<file path="src/rtl/memory_arbiter_rr.sv">
// memory_arbiter_rr: round-robin arbiter sharing one fixed-latency instruction-memory read port among N_REQ requesters.
// Optional grant/stall statistics counters are enabled by defining MEM_ARB_STATS_EN.
module memory_arbiter_rr #(
    parameter int N_REQ             = 4,
    parameter int MEMORY_ADDR_WIDTH = 11,
    parameter int MEMORY_WIDTH      = 16,
    parameter int MEM_LATENCY       = 1
) (
    input  logic                               clk,
    input  logic                               rst,
    input  logic [N_REQ-1:0]                   req_valid,
    input  logic [N_REQ*MEMORY_ADDR_WIDTH-1:0] req_addr,
    output logic [N_REQ-1:0]                   req_ready,
    output logic [MEMORY_WIDTH-1:0]            rsp_data,
    output logic                               mem_en,
    output logic [MEMORY_ADDR_WIDTH-1:0]       mem_addr,
    input  logic [MEMORY_WIDTH-1:0]            mem_data,
    output logic                               busy,
    output logic [31:0]                        stat_grants,
    output logic [31:0]                        stat_stalls
);
    localparam int IW = $clog2(N_REQ);
    localparam int AW = MEMORY_ADDR_WIDTH;

    logic [N_REQ-1:0] inflight, inflight_nx, eligible, gnt_oh;
    logic [IW-1:0] ptr, gnt_id;
    logic gnt;
    logic [MEM_LATENCY:0] pipe_v;
    logic [MEM_LATENCY:0][IW-1:0] pipe_id;

    assign eligible = req_valid & ~inflight;

    always_comb begin
        gnt = 1'b0;
        gnt_id = '0;
        for (int k = 0; k < N_REQ; k++) begin
            if (!gnt && eligible[(int'(ptr) + k) % N_REQ]) begin
                gnt = 1'b1;
                gnt_id = IW'((int'(ptr) + k) % N_REQ);
            end
        end
    end

    assign gnt_oh = gnt ? N_REQ'(1) << gnt_id : '0;
    // the in-flight bit stays set through the ready cycle, so a held request is re-granted the cycle after
    assign inflight_nx = (inflight & ~req_ready) | gnt_oh;

    always_ff @(posedge clk or negedge rst) begin
        if (!rst) begin
            ptr       <= '0;
            inflight  <= '0;
            mem_en    <= 1'b0;
            mem_addr  <= '0;
            pipe_v    <= '0;
            pipe_id   <= '0;
            req_ready <= '0;
            rsp_data  <= '0;
            busy      <= 1'b0;
        end else begin
            ptr       <= gnt ? (gnt_id == IW'(N_REQ - 1) ? '0 : gnt_id + IW'(1)) : ptr;
            inflight  <= inflight_nx;
            mem_en    <= gnt;
            if (gnt) mem_addr <= req_addr[gnt_id*AW +: AW];
            pipe_v    <= {pipe_v[MEM_LATENCY-1:0], gnt};
            pipe_id   <= {pipe_id[MEM_LATENCY-1:0], gnt_id};
            req_ready <= pipe_v[MEM_LATENCY] ? N_REQ'(1) << pipe_id[MEM_LATENCY] : '0;
            if (pipe_v[MEM_LATENCY]) rsp_data <= mem_data;
            busy      <= |inflight_nx | gnt;
        end
    end

`ifdef MEM_ARB_STATS_EN
    logic stall;
    assign stall = |(eligible & ~gnt_oh);

    always_ff @(posedge clk or negedge rst) begin
        if (!rst) begin
            stat_grants <= '0;
            stat_stalls <= '0;
        end else begin
            if (gnt && !(&stat_grants)) stat_grants <= stat_grants + 32'd1;
            if (stall && !(&stat_stalls)) stat_stalls <= stat_stalls + 32'd1;
        end
    end
`else
    assign stat_grants = '0;
    assign stat_stalls = '0;
`endif
endmodule
</file>
<file path="config.mk">
export PLATFORM = sky130hd
export DESIGN_NAME = memory_arbiter_rr
export DESIGN_NICKNAME = d
export VERILOG_FILES = /design/src/rtl/memory_arbiter_rr.sv
export SDC_FILE = /design/constraint.sdc
export NUM_CORES = 1
export LEC_CHECK = 0
export ABC_CLOCK_PERIOD_IN_PS = 1700
export CORE_UTILIZATION = 33
export CTS_BUF_LIST = sky130_fd_sc_hd__clkbuf_4 sky130_fd_sc_hd__clkbuf_8 sky130_fd_sc_hd__clkbuf_16
export CTS_CLUSTER_DIAMETER = 60
export CTS_CLUSTER_SIZE = 28
export DETAILED_ROUTE_END_ITERATION = 16
export HOLD_SLACK_MARGIN = 0.02
export PLACE_DENSITY = 0.77
export REMOVE_ABC_BUFFERS = 1
export SLEW_MARGIN = 5
export SYNTH_ARGS = -nofsm -noshare
export SYNTH_HDL_FRONTEND = slang
export SYNTH_SLANG_ARGS = --single-unit
</file>
<file path="constraint.sdc">
create_clock -name clk -period 1.7 [get_ports clk]
set_input_delay 0.255 -clock clk [delete_from_list [all_inputs] [get_ports clk]]
set_output_delay 0.255 -clock clk [all_outputs]
set_load 0.01 [all_outputs]
</file>
==> metrics <==
outcome=complete, no violations; Max-Cap Viols=0; Critical Path Max Stage Delay=0.42 ns; share of flip-flops with an asynchronous set or reset=100.0%; Synth cell types=36; Clock Tree Root=clkbuf_8; total track usage=14.63%; Max clock buf depth=2; Diodes inserted=0; Vias=1,944; CP Capture Type=flop; Die Width=89.67 um; first-pass GRT wire length=8901 um; worst min-delay path class=in2async; crit path kind=reg2reg; fin crit share=99.78%; Peak supply drop=0.7694 mV; pin count of the biggest net entering global routing=45; routed wire length per instance=12.66 um; CP arrival=1.87 ns; Setup crit start=ptr[1]; Clock Skew=0.007366 ns; Worst-Margin Slew=0.6970 ns; Netlist Area Pre-Place=2536 um2; grt total ovfl=0; Seq cells post-synth=44; post-DP HPWL=4420 um; Nets=418; final setup vio count=0; register area=1101 um2; Iteration-0 DRC Markers=85; Die Span Y=89.67 um; Slew headroom=53.53%; worst-path fanout max=4; global placer's final weighted congestion=0.7115; Slew Limit Fails=0; Reg-to-Reg End=ptr[1]; FP Rows=31; Final Util=49.97%; proportion of layout cells with a drive suffix above 1=17.38%; drt total wl=5695 um; CTS tree=built; antenna viol nets, final=0; cell area power density=1626 nW/um2; Cells after Synth=234; r2r worst-path depth=5; H-tree levels=2; Leak=1.701 nW; critical path, cell by cell=and4bb_1 -> a21oi_2 -> nand3_4 -> ha_1 -> mux2_2; FMAX=589.5 MHz; Core Area=7331 um2; via count of the first global-routing pass=1,885; Clock transition at path regs=0.08 ns; # DRC=0; Yosys warning total=0; Multi-input gate area=1107 um2; Slowest cell on crit path=dfrtp_1; number of port buffers=98; TritonRoute pass-1 iters=4; min cycle time layout=1.696 ns; detailed-route vias per instance=4.320; IO Pins=163; Post-synth EDFFs=0; FF-to-FF setup slack=0.004 ns; final cell area excluding filler cells=3664 um2; sequential area share after synthesis=43.41%; setup TNS=0 ns; clk sinks=44; RSZ-0062 raised after global routing=yes; Clock Latency Late Sink=0.29 ns; die area=8040 um2; Hold Fails Final Rpt=0; Req. time, crit path=1.88 ns; fill cell count=662; CTS Buf Count=5; Mapped Avg Cell Area=10.84 um2; Initial Util=34.60%; reg2reg start=ptr[1]; Main synth FF type=dfrtp_1; placed inst area=3490 um2; layout overhead on the synthesized area=44.45%; initial antenna violation count=0; crit start category=flop
==> state kept, by name, summed over array words and instances, names as in the netlist <==
signal     cells
busy           1
pipe_v         2
pipe_id        4
rsp_data      16
mem_addr      11
ptr            2
req_ready      4
inflight       4
==> cell families after synthesis <==
group,share of synthesized area (%)
adder cells (fa/ha/maj),0.9865
AND/OR/NAND/NOR,7.302
AO/OA/AOI/OAI,13.47
multiplexers,11.89
flip-flops,43.41
other,0.1479
buffers and inverters,22.79
==> area by class of cell <==
| type | instances | share of cell area [%] |
|---|---|---|
| flip-flops and latches | 44 | 30.05 |
| clock inverters | 1 | 0.8197 |
| inverters | 8 | 0.8197 |
| repair buffers | 119 | 32.07 |
| multi-input cells | 172 | 30.23 |
| clock buffers | 7 | 2.630 |
| well taps | 99 | 3.381 |
==> synth_stat cells, types with 2 or more instances <==
| master | count | share of area (%) |
|---|---|---|
| o2bb2ai_1 | 2 | 0.69 |
| buf_4 | 67 | 20 |
| nor2b_1 | 3 | 0.74 |
| o21ai_2 | 2 | 0.69 |
| o221ai_1 | 11 | 3.8 |
| ha_1 | 2 | 0.99 |
| dfrtp_1 | 44 | 43 |
| nand2_1 | 12 | 1.8 |
| nor2_1 | 2 | 0.30 |
| mux2i_1 | 11 | 4.3 |
| nand2b_1 | 3 | 0.74 |
| and3b_1 | 2 | 0.69 |
| buf_6 | 3 | 1.3 |
| a21oi_2 | 2 | 0.69 |
| inv_1 | 7 | 1.0 |
| clkbuf_1 | 3 | 0.44 |
| mux2_2 | 17 | 7.5 |
| a21oi_1 | 23 | 4.5 |
==> routing by layer <==
metal / vias up / track usage (%) / share of wire (%)
li1: 917 / - / -
met1: 929 / 17.31 / 38
met2: 88 / 25.83 / 55
met3: 10 / 3.839 / 5.9
met4: 0 / 4.762 / 1.8
met5: - / 0 / 0
==> placed cells by master, fill, tap and decap left out, types with 2 or more instances in the layout <==
| master | count |
|---|---|
| mux2i_1 | 11 |
| ha_1 | 2 |
| o21ai_2 | 2 |
| buf_4 | 17 |
| inv_1 | 7 |
| nor2b_2 | 2 |
| o221ai_1 | 11 |
| clkdlybuf4s50_1 | 97 |
| dfrtp_1 | 44 |
| buf_12 | 3 |
| a21oi_2 | 2 |
| a21oi_1 | 23 |
| nor2_1 | 2 |
| o2bb2ai_1 | 2 |
| clkbuf_8 | 7 |
| conb_1 | 64 |
| mux2_2 | 17 |
| nand2_1 | 12 |
| nand2b_1 | 3 |
==> what timing repair did <==
item                       4_1_cts  5_1_grt
resized for setup                0        5
hold buffers                     0        0
setup buffers                    2        2
setup endpoints to repair        2       13
pin swaps                        1        1
==> worst max-delay path by stage <==
stage,to,slack [ns],cells after the start
3_5_place_dp,mem_addr[9],-0.31,7
3_3_place_gp,mem_addr[9],-0.27,7
5_1_grt,mem_addr[5],-0.07,7
2_1_floorplan,mem_addr[10],-0.27,5
4_1_cts,ptr[1],0.004,5
6_report,ptr[1],0.004,5
==> through the flow <==
stage               setup WS (ns)  hold slack [ns]  cells  power [W]
finish                   0.003691          0.02505    450   0.005957
global placement          -0.2688           0.3326    438   0.004938
CTS                      0.003552          0.04473    448   0.005969
global route             -0.07107          0.06518    450   0.006382
detailed placement        -0.3091           0.3379    438   0.005043
floorplan                 -0.2701         -0.04059    224   0.003382
==> worst max-delay path: cells and delay by family, from the launching register on <==
| kind | cells | cell delay [ns] |
|---|---|---|
| flip-flops | 1 | 0.42 |
| multiplexers | 1 | 0.26 |
| AO/OA/AOI/OAI | 1 | 0.20 |
| adder cells (fa/ha/maj) | 1 | 0.31 |
| AND/OR/NAND/NOR | 2 | 0.40 |
==> power by group <==
part | switching, W | total, W | leakage (nW) | internal [W]
Clock | 0.000343 | 0.000861 | 0.0645 | 0.000518
Sequential | 0.000370 | 0.00193 | 0.518 | 0.00156
Combinational | 0.00136 | 0.00317 | 1.12 | 0.00181
Note: power is estimated with default switching activity, not from simulation.
